File: src/rtl/argmax_sequencer.sv
// argmax_sequencer: front-end controller for the argmax_cell chain at the network output.
// Accepts CLASS_AMOUNT scores over valid/ready and forwards each score with its index to
// the chain. It then waits for the chain's valid-flagged result and presents the winning
// index to the consumer over valid/ready.
// Optional build macro: ARGMAX_TIMEOUT_EN adds a WAIT-state timeout of RESULT_TIMEOUT
// cycles. On timeout, an all-ones index and the error flag are reported.
module argmax_sequencer #(
  parameter int unsigned DATA_WIDTH     = 32,
  parameter int unsigned CLASS_AMOUNT   = 10,
  parameter int unsigned RESULT_TIMEOUT = 64
) (
  input  logic                  clk,
  input  logic                  rst,
  input  logic [DATA_WIDTH-1:0] in_value,
  input  logic                  in_valid,
  output logic                  in_ready,
  output logic [DATA_WIDTH-1:0] argmax_index,
  output logic [DATA_WIDTH-1:0] argmax_value,
  output logic                  argmax_enable,
  input  logic [DATA_WIDTH:0]   argmax_result,
  output logic [DATA_WIDTH-1:0] result_index,
  output logic                  result_valid,
  input  logic                  result_ready,
  output logic                  busy,
  output logic                  error
);

  localparam int unsigned CW = (CLASS_AMOUNT > 1) ? $clog2(CLASS_AMOUNT) : 1;
  localparam logic [CW-1:0]         LAST_COUNT  = CW'(CLASS_AMOUNT - 1);
  localparam logic [DATA_WIDTH-1:0] CLASS_LIMIT = DATA_WIDTH'(CLASS_AMOUNT);

  localparam logic [1:0] ST_FEED = 2'd0;
  localparam logic [1:0] ST_WAIT = 2'd1;
  localparam logic [1:0] ST_HOLD = 2'd2;

  // Reject configurations with no meaningful vector or timeout length.
  if (CLASS_AMOUNT < 2 || RESULT_TIMEOUT < 1) begin : g_bad_params
    $error("argmax_sequencer: CLASS_AMOUNT must be >= 2 and RESULT_TIMEOUT >= 1");
  end

  logic [1:0]            r_state;
  logic [CW-1:0]         r_count;
  logic [DATA_WIDTH-1:0] r_index;
  logic [DATA_WIDTH-1:0] r_value;
  logic                  r_enable;
  logic [DATA_WIDTH-1:0] r_res_index;
  logic                  r_res_valid;
  logic                  r_error;

  logic                  w_xfer;
  logic                  w_chain_valid;
  logic [DATA_WIDTH-1:0] w_chain_index;
  logic                  w_timeout;

  // in_ready is held low during reset so that every output reads 0 while rst is high.
  assign in_ready      = (r_state == ST_FEED) && !rst;
  assign w_xfer        = in_ready && in_valid;
  assign w_chain_valid = argmax_result[DATA_WIDTH];
  assign w_chain_index = argmax_result[DATA_WIDTH-1:0];

`ifdef ARGMAX_TIMEOUT_EN
  localparam int unsigned TW = $clog2(RESULT_TIMEOUT + 1);
  localparam logic [TW-1:0] TIMER_LAST = TW'(RESULT_TIMEOUT - 1);

  logic [TW-1:0] r_timer;

  // WAIT-cycle timer: zero on the first WAIT cycle, reset whenever the FSM is elsewhere.
  always_ff @(posedge clk) begin
    if (rst || (r_state != ST_WAIT)) begin
      r_timer <= '0;
    end else begin
      r_timer <= r_timer + TW'(1);
    end
  end

  // Fires on the RESULT_TIMEOUT-th WAIT cycle; a valid result that cycle takes priority.
  assign w_timeout = (r_state == ST_WAIT) && (r_timer == TIMER_LAST);
`else
  assign w_timeout = 1'b0;
`endif

  // Main FSM: feed the scores, await the chain result, then hold it for the consumer.
  always_ff @(posedge clk) begin
    if (rst) begin
      r_state     <= ST_FEED;
      r_count     <= '0;
      r_index     <= '0;
      r_value     <= '0;
      r_enable    <= 1'b0;
      r_res_index <= '0;
      r_res_valid <= 1'b0;
      r_error     <= 1'b0;
    end else begin
      r_enable <= 1'b0;
      case (r_state)
        ST_FEED: begin
          if (w_xfer) begin
            r_value  <= in_value;
            r_index  <= DATA_WIDTH'(r_count);
            r_enable <= 1'b1;
            if (r_count == LAST_COUNT) begin
              r_count <= '0;
              r_state <= ST_WAIT;
            end else begin
              r_count <= r_count + CW'(1);
            end
          end
        end
        ST_WAIT: begin
          if (w_chain_valid) begin
            r_res_index <= w_chain_index;
            r_res_valid <= 1'b1;
            r_state     <= ST_HOLD;
            // Out-of-range winner is still presented, but flagged.
            if (w_chain_index >= CLASS_LIMIT) begin
              r_error <= 1'b1;
            end
          end else if (w_timeout) begin
            r_res_index <= '1;
            r_res_valid <= 1'b1;
            r_error     <= 1'b1;
            r_state     <= ST_HOLD;
          end
        end
        ST_HOLD: begin
          if (result_ready) begin
            r_res_valid <= 1'b0;
            r_state     <= ST_FEED;
          end
        end
        default: r_state <= ST_FEED;
      endcase
    end
  end

  assign argmax_index  = r_index;
  assign argmax_value  = r_value;
  assign argmax_enable = r_enable;
  assign result_index  = r_res_index;
  assign result_valid  = r_res_valid;
  assign error         = r_error;
  assign busy          = (r_state != ST_FEED) || (r_count != '0);

endmodule

File: config.mk
export PLATFORM = sky130hd
export DESIGN_NAME = argmax_sequencer
export DESIGN_NICKNAME = d
export VERILOG_FILES = /design/src/rtl/argmax_sequencer.sv
export SDC_FILE = /design/constraint.sdc
export NUM_CORES = 1
export LEC_CHECK = 0
export BUFFER_PORTS_ARGS = -buffer_cell sky130_fd_sc_hd__buf_2
export CAP_MARGIN = 20
export CORE_MARGIN = 4
export CORE_UTILIZATION = 44
export CTS_CLUSTER_SIZE = 24
export DETAILED_ROUTE_END_ITERATION = 8
export GPL_ROUTABILITY_DRIVEN = 0
export PLACE_DENSITY = 0.79
export SLEW_MARGIN = 20
export SYNTH_ARGS = -nofsm -noshare
export SYNTH_HDL_FRONTEND = slang
export SYNTH_SLANG_ARGS = --single-unit
File: constraint.sdc
create_clock -name clk -period 1.9 [get_ports clk]
set_input_delay 0.095 -clock clk [delete_from_list [all_inputs] [get_ports clk]]
set_output_delay 0.095 -clock clk [all_outputs]
set_load 0.05 [all_outputs]
==> impl_metrics.ini <==
[critical_path]
setup.worst_path.class = reg2reg
r2r_cells = 4
crit_path_max_incr_delay_ns = 0.61
cpMaxStageDelayCell = or4b_4
cp-start-kind = register
cp.arrival_ns = 1.95
crit_family = simple AND/OR/NAND/NOR gates
cp.required_ns = 2.13
crit_buf_inv = 1
r2r-start = r_state[0]
worst-r2r-setup-slack_ns = 0.18
crit_chain = or4b_4 > inv_2 > a311oi_1 > a41o_1
timing.rr.end = r_count[2]
end_kind = register
crit_fanout = 16

[sta]
worst_pin_slew_ns = 0.705
fin_tns_setup_ns = 0
fin_crit_ns = 1.72
setup_viol = 0
skew_ns = 0.00560
rsz0062_at_grt = no
setup_ws_ns = 0.184
relSlewSlack = 0.530
slew_violations = 0
hold_viol_final = 0
fmax_mhz = 583
post-route-period-util = 0.903

[synth]
ys_ff_latch = 77
netlist.area_leader.share = 0.497
netlist_top_cells_area = dfxtp_1 50%, nand2_1 13%, nand2b_1 6.9%
synth.distinct_cells = 31
synth_edf_count = 0
synth.avg_cell_area_um2 = 8.06
ys.flop_type = dfxtp_1
synth-async-reset-ratio = 0
synth-seq-area-share = 0.497
yosys_warnings = 0
synthesis.area_um2 = 3100
netlist.top_cell.by_area = dfxtp_1
syn_inst = 385

[run_status]
status = complete, no violations

[global_routing]
grt_util_all_layers = 0.212
overflow = 0
antenna_found_initial = 0
grt_pass1_vias = 2897
grt_pass1_wl_um = 14400
grt_max_degree = 78

[cts]
cts-root-buf = clkbuf_8
cts_num_sinks = 77
clkLatencyLatePin_ns = 0.33
numCtsBuffers = 9
h-tree-depth = 3
cts_tree = done
cts_buffer_depth = 2
path_clk_slew_ns = 0.07
cts_resized = 0

[power_and_ir_drop]
p_leak_nw = 2.04
ir_drop_mv = 0.435
total_power_w = 0.00345
power-per-cell-area_nw_per_um2 = 766

[final_layout]
stdcell_count = 672
layout.nets = 642
layout_commonest_cell = buf_2
fill_cells = 533
synthToLayoutAreaGrowth_pct = 45.3
layout-drive-gt1-share = 0.285
final_cell_mix = 141 x buf_2, 108 x nand2_1, 77 x dfxtp_1, 56 x dlygate4sd3_1, 38 x a21oi_1
diodes = 0

[floorplan]
die_h_um = 92.0
start_util = 0.454
pin_count = 170
fp.dieW_um = 92.0
fp-row-count = 30
coreArea_um2 = 6830
die-area_um2 = 8460

[drt]
avgViaCountPerCell = 4.71
drcViolationCount = 0
wl_um = 9490
firstDrtPassIters = 5
drt_iter0_markers = 193
post_drt_wl_per_cell_um = 14.1
via_count = 3163
ant_nets = 0

[place]
place_hpwl_um = 5430
portBuffers = 141
place_ws_ns = 0.200
placed_cells = 602

[min_path]
holdPathEnd = result_index[9]
hp-start = argmax_result[9]
hp-class = in2reg
hold_depth = 3

[run]
max_cap_viol_count = 0
-- Yosys cell counts, types with 2 or more instances --
cell and number:
nand2b_1 34, clkbuf_1 19, nand3_1 2, nand2_1 108, a311oi_1 2, nor2b_1 2
o21ai_1 34, buf_4 28, buf_6 2, inv_1 4, or4_1 2, nor3_1 3
o21ai_0 3, nor2_1 2, nor4_1 6, a21oi_1 38, buf_2 6, dfxtp_1 77
-- report_power, final --
part | internal [W] | switching [W]
Clock | 0.000528 | 0.000539
Sequential | 0.00167 | 0.0000318
Combinational | 0.000214 | 0.000472
-- logic make-up after synthesis --
logic type | Yosys count | synth area share
and+or+nand+nor | 165 | 0.247
DFF | 77 | 0.497
buffers and inverters | 60 | 0.114
AOI/OAI and AO/OA | 82 | 0.141
other | 1 | 0.00121
-- cell type report --
cell class	count	area (um2)	area share
inverter	5	18.8	0.00417
timing repair buffer	205	1350	0.300
clock inverter	2	10.0	0.00222
sequential	77	1540	0.342
tap	96	120	0.0267
clock buffer	12	155	0.0344
multi-input combinational	275	1310	0.290
-- how the worst max path moves through the flow --
stage	slack, ns	to	start	cells after the start
finish	0.18	r_count[2]	r_state[0]	4
global route	0.07	argmax_value[9]	r_state[0]	5
CTS	0.18	r_count[2]	r_state[0]	4
detailed placement	0.20	r_count[2]	r_state[0]	4
global placement	0.23	r_count[3]	r_state[0]	3
floorplan	0.18	r_count[3]	r_state[1]	5
-- routing by layer --
metal / vias to the layer above / share of wire / global-route usage
li1: 1572 / - / -
met1: 1400 / 0.40 / 0.257
met2: 179 / 0.47 / 0.343
met3: 12 / 0.12 / 0.0894
met4: 0 / 0.011 / 0.0644
met5: - / 0 / 0
-- per-stage QoR --
step                hold slack [ns]  utilization  instance area, um2
floorplan                     0.184            -                3200
global placement              0.293        0.553                3780
detailed placement            0.304        0.553                3780
CTS                        0.000224        0.660                4510
global route                0.00361        0.660                4510
finish                       0.0181        0.660                4510
-- worst reg2reg max path, delay by kind of cell (launching register included) --
family	cells	cell delay (ns)
buf+inv	1	0.25
simple gates	1	0.61
flops	1	0.37
compound gates	2	0.39
-- repair_timing --
| action | in CTS | in global routing |
|---|---|---|
| hold buffers | 56 | 0 |
| buffers inserted | 0 | 0 |
| hold endpoints to repair | 56 | 0 |
-- registers in the layout (all words and copies together), names as in the netlist --
signal / count
result_valid: 1
argmax_enable: 1
argmax_value: 32
r_state: 2
error: 1
argmax_index: 4
r_count: 4
result_index: 32
Power figures use the tool's default switching activity.
